==> src/rtl/mem_arbiter.sv <==
// Two-port arbiter (instruction fetch / data) in front of a variable-latency single-port RAM.
// Round-robin on contention, grant held until ACCESS, sticky watchdog and error flags.
package mem_types_pkg;
  typedef enum logic [1:0] {FREE, BUSY, ACCESS, ERROR} ramstate_t;
endpackage

// state   | meaning
// IDLE    | no grant, RAM interface quiet
// SERVE_I | fetch port granted, waiting for ACCESS
// SERVE_D | data port granted, waiting for ACCESS
module mem_arbiter
  import mem_types_pkg::*;
#(
  parameter int TIMEOUT = 64
) (
  input  logic        CLK,
  input  logic        nRST,
  input  logic        iREN,
  input  logic [31:0] iaddr,
  output logic [31:0] iload,
  output logic        iwait,
  input  logic        dREN,
  input  logic        dWEN,
  input  logic [31:0] daddr,
  input  logic [31:0] dstore,
  output logic [31:0] dload,
  output logic        dwait,
  output logic        ramREN,
  output logic        ramWEN,
  output logic [31:0] ramaddr,
  output logic [31:0] ramstore,
  input  logic [31:0] ramload,
  input  ramstate_t   ramstate,
  output logic        timeout,
  output logic        ram_err
);

  localparam int CW = $clog2(TIMEOUT) + 1;

  typedef enum logic [1:0] {IDLE, SERVE_I, SERVE_D} state_t;

  state_t          state, state_nxt;
  logic            last_d, last_d_nxt;
  logic [CW-1:0]   wcnt, wcnt_nxt;
  logic            ack;
  logic            d_req;
  logic            serving;

  assign d_req   = dREN | dWEN;
  assign serving = (state != IDLE);
  assign iload   = ramload;
  assign dload   = ramload;

  always_ff @(posedge CLK or negedge nRST) begin
    if (!nRST) begin
      state   <= IDLE;
      last_d  <= 1'b0;
      wcnt    <= '0;
      timeout <= 1'b0;
      ram_err <= 1'b0;
    end else begin
      state   <= state_nxt;
      last_d  <= last_d_nxt;
      wcnt    <= wcnt_nxt;
      timeout <= timeout | (serving && (wcnt_nxt >= CW'(TIMEOUT)));
      ram_err <= ram_err | (serving && (ramstate == ERROR));
    end
  end

  always_comb begin
    state_nxt  = state;
    last_d_nxt = last_d;
    ramREN     = 1'b0;
    ramWEN     = 1'b0;
    ramaddr    = '0;
    ramstore   = '0;
    iwait      = 1'b1;
    dwait      = 1'b1;
    ack        = 1'b0;
    case (state)
      IDLE: begin
        // last_d=1 means data was served last, so fetch wins a tie
        if (d_req && (!iREN || !last_d)) state_nxt = SERVE_D;
        else if (iREN)                   state_nxt = SERVE_I;
      end
      SERVE_I: begin
        ramREN  = 1'b1;
        ramaddr = iaddr;
        if (!iREN) begin
          state_nxt = IDLE;
        end else if (ramstate == ACCESS) begin
          iwait      = 1'b0;
          ack        = 1'b1;
          last_d_nxt = 1'b0;
          state_nxt  = d_req ? SERVE_D : IDLE;
        end
      end
      SERVE_D: begin
        ramWEN   = dWEN;
        ramREN   = dREN & ~dWEN;
        ramaddr  = daddr;
        ramstore = dstore;
        if (!d_req) begin
          state_nxt = IDLE;
        end else if (ramstate == ACCESS) begin
          dwait      = 1'b0;
          ack        = 1'b1;
          last_d_nxt = 1'b1;
          state_nxt  = iREN ? SERVE_I : IDLE;
        end
      end
      default: state_nxt = IDLE;
    endcase

    wcnt_nxt = wcnt;
    if (!serving || ack || (state_nxt != state)) wcnt_nxt = '0;
    else if (wcnt != '1)                         wcnt_nxt = wcnt + CW'(1);
  end

endmodule

==> config.mk <==
export PLATFORM = sky130hd
export DESIGN_NAME = mem_arbiter
export DESIGN_NICKNAME = d
export VERILOG_FILES = /design/src/rtl/mem_arbiter.sv
export SDC_FILE = /design/constraint.sdc
export NUM_CORES = 1
export LEC_CHECK = 0
export CAP_MARGIN = 20
export CELL_PAD_IN_SITES_DETAIL_PLACEMENT = 1
export CELL_PAD_IN_SITES_GLOBAL_PLACEMENT = 1
export CORE_ASPECT_RATIO = 0.8
export CORE_MARGIN = 2
export CORE_UTILIZATION = 16
export CTS_BUF_LIST = sky130_fd_sc_hd__clkbuf_16
export DETAILED_ROUTE_END_ITERATION = 10
export PLACE_DENSITY = 0.9
export SLEW_MARGIN = 20
export SYNTH_ARGS = -nofsm -noshare
export SYNTH_HDL_FRONTEND = slang
export SYNTH_SLANG_ARGS = --single-unit
==> constraint.sdc <==
create_clock -name CLK -period 5.22 [get_ports CLK]
set_input_delay 0.522 -clock CLK [delete_from_list [all_inputs] [get_ports CLK]]
set_output_delay 0.522 -clock CLK [all_outputs]
set_load 0.01 [all_outputs]
==> metrics.txt <==
Worst path depth 4; # DRC 0; # setup viols final 0; setup TNS 0 ps; CTS clock-pin slew for the worst setup and hold paths 40 ps; Die Ht 104.1 um; synthesized cell area 2003 um^2; chip width 129.1 um; drt first pass iters 4; largest family of logic cells by synthesized area simple AND/OR/NAND/NOR gates; hold depth 1; kind of critical path flop to output pin; syn avg cell area 7.764 um^2; simple-gate share of the synthesized area 0.2961; CP Buf/Inv Count 2; Slew headroom 0.3729; Leakage 0.001232 uW; Cell Pwr Density 399.7 nW/um^2; Pint 817.1 uW; routed wire length 7.810 mm; fin crit share 0.5958; Seq pwr share 0.091; Max Slew Vio Count 0; Post-DP Area 3405 um^2; Vias/cell 4.129; flops & latches, synth 12; WP data arrival 2590 ps; Worst path slowest cell ha_1; hold_buf cts 0; peak supply drop 0.0002597 V; Rows 36; Tmin final 3110 ps; register area share after synthesis 0.1499; final hold vios 0; ANT nets after route 0; antenna cell count 0; combinational power share 0.806; Worst Path Required 4700 ps; FF-to-FF path depth 7; endpoint class of the critical path output pin; global-route wire length before repair 12.08 mm; HPWL Detailed 6.523 mm; total power 1396 uW; fmax 321.5 MHz; Overflow after GRT 0; Area Growth Syn to Fin 74.39%; Bufs on Longest Clock Path 2; Synth Area in Compound Gates 0.2192; post-synthesis net count 398; Fin Clk Skew 1.921 ps; post-CTS resize count 0; XOR/XNOR Fraction of Synth Area 0.01749; global placer's final weighted congestion 0.7727; Crit path max-delay family adder cells; Max Cap Viol 0; CP Launch Type flop; die area 13440 um^2; post-synthesis mux area share 0.004997; worst slew pin tran 940.6 ps; HP Class flop to flop; post-synth cell types 38; sw frac 0.4148; CP max stage delay 940 ps; clock power share 0.102; starting density of the core 0.1641; CORE AREA 12210 um^2; WL per Instance 14.85 um; pin count of the biggest net entering global routing 72; number of global-route vias before repair 2360; RSZ-0062 raised after global routing no; Root Buffer clkbuf_16; PortBufs 172; DR vias 2172; post-synthesis adder-cell area fraction 0.03123; drt initial violations 66; clock latency on the worst-skew pair 240 ps; cells after synthesis 258; clock tree sinks 12; status completed; CTS Buf Count 3; H-tree levels 1; Crit Path Max Fanout 35; layout cells sized above 1 0.04507; Net Switching 579.3 uW; Tot GR Track Use 0.1104; initial antenna violation count 0; final instance area 3493 um^2; final net count 496; CTS tree done; # Post-CTS Setup Buffers 0; # IOs 269; Yosys Warn Count 0; CP cell instances inv_1 -> ha_1 -> nor2b_1 -> clkdlybuf4s50_1
## metrics by stage
step | hold WS (ps) | setup WS, ps | util | cells
floorplan | 226.4 | 3218 | - | 258
global placement | 454.2 | 2287 | 0.2789 | 522
detailed placement | 463.4 | 2139 | 0.2789 | 522
CTS | 472.9 | 1880 | 0.2854 | 526
global route | 488.8 | 1930 | 0.2862 | 526
finish | 466.4 | 2110 | 0.2862 | 526
## cell type report
class / count / area [um^2]
Sequential cell: 12 / 300.3
Timing Repair Buffer: 173 / 1729
Inverter: 5 / 18.77
Clock buffer: 3 / 75.07
Clock inverter: 1 / 3.754
Tap cell: 171 / 214.0
Fill cell: 1447 / 8713
Multi-Input combinational cell: 161 / 1152
## routing by layer
layer / global-route usage / up-vias / part of all wire
met5: 0 / - / 0
met4: 0.02562 / 0 / 0.014
met3: 0.03652 / 17 / 0.11
met2: 0.1992 / 144 / 0.49
met1: 0.1243 / 1003 / 0.39
li1: - / 1008 / -
## power groups by stage
| stage | clock network (uW) | logic, uW | registers, uW |
|---|---|---|---|
| after floorplan | 0 | 650 | 122 |
| after global placement | 0 | 1100 | 125 |
| after detailed placement | 0 | 1130 | 127 |
| after CTS | 145 | 1140 | 126 |
| after global routing | 150 | 1230 | 131 |
| final | 143 | 1130 | 128 |
## cells in the mapped netlist, drive strengths merged
cell / n / area [um^2]
and3: 3 / 23.77
and2: 33 / 206.5
nor3: 1 / 5.000
buf: 69 / 503.0
o21bai: 2 / 18.77
nand2b: 1 / 13.76
nand2: 5 / 18.77
a41oi: 1 / 16.27
nor2: 10 / 37.54
o311ai: 3 / 43.80
ha: 5 / 62.56
o21ai: 2 / 10.01
clkbuf: 11 / 41.29
a211o: 1 / 8.760
a22oi: 32 / 240.2
o221ai: 1 / 8.760
a21oi: 7 / 35.03
inv: 5 / 18.76
a2111o: 1 / 11.26
xor2: 2 / 17.52
mux2i: 1 / 10.01
o211ai: 1 / 21.27
a31oi: 3 / 25.02
or4: 2 / 22.52
nand4: 2 / 12.51
xnor2: 2 / 17.52
nor2b: 36 / 232.7
dfrtp: 12 / 300.3
nand3: 4 / 20.02
## placed cells by master (no fill, tap or decap), types with 3 or more instances in the layout
| cell | Yosys | layout |
|---|---|---|
| nor2_1 | 10 | 10 |
| dfrtp_1 | 12 | 12 |
| nor2b_1 | 35 | 35 |
| a21oi_1 | 7 | 7 |
| nand2_1 | 5 | 5 |
| clkdlybuf4s50_1 | 0 | 172 |
| inv_1 | 4 | 4 |
| a22oi_1 | 32 | 32 |
| ha_1 | 5 | 4 |
| and2_1 | 33 | 33 |
| nand3_1 | 4 | 4 |
| clkbuf_16 | 0 | 3 |
## kinds of logic after synthesis
group | Yosys count
AO/OA/AOI/OAI | 54
multiplexers | 1
adder cells (fa/ha/maj) | 5
XOR/XNOR | 4
flip-flops | 12
buffers and inverters | 85
AND/OR/NAND/NOR | 97
## final timing paths
check / start / to / slack, ps
worst max register to register: state[0]$_DFF_PN0_ / wcnt[6]$_DFF_PN0_ / 2630
worst max-delay path: state[1]$_DFF_PN0_ / ramaddr[13] / 2110
worst min register to register: timeout$_DFF_PN0_ / timeout$_DFF_PN0_ / 470
worst min-delay path: timeout$_DFF_PN0_ / timeout$_DFF_PN0_ / 470
min in group asynchronous: nRST / ram_err$_DFF_PN0_ / 650
max in group asynchronous: nRST / wcnt[3]$_DFF_PN0_ / 4200
## registers in the layout, summed over array words and instances (netlist names)
| register | cells |
|---|---|
| ram_err | 1 |
| last_d | 1 |
| timeout | 1 |
| state | 2 |
| wcnt | 7 |
## worst register-to-register path, cell delays in order (launching register included)
cell	delay [ps]
dfrtp_1	440
inv_2	140
ha_4	550
o21ai_0	310
a2111o_1	510
a31oi_2	210
o211ai_4	170
nor2_1	170
Note: power is estimated with default switching activity, not from simulation.
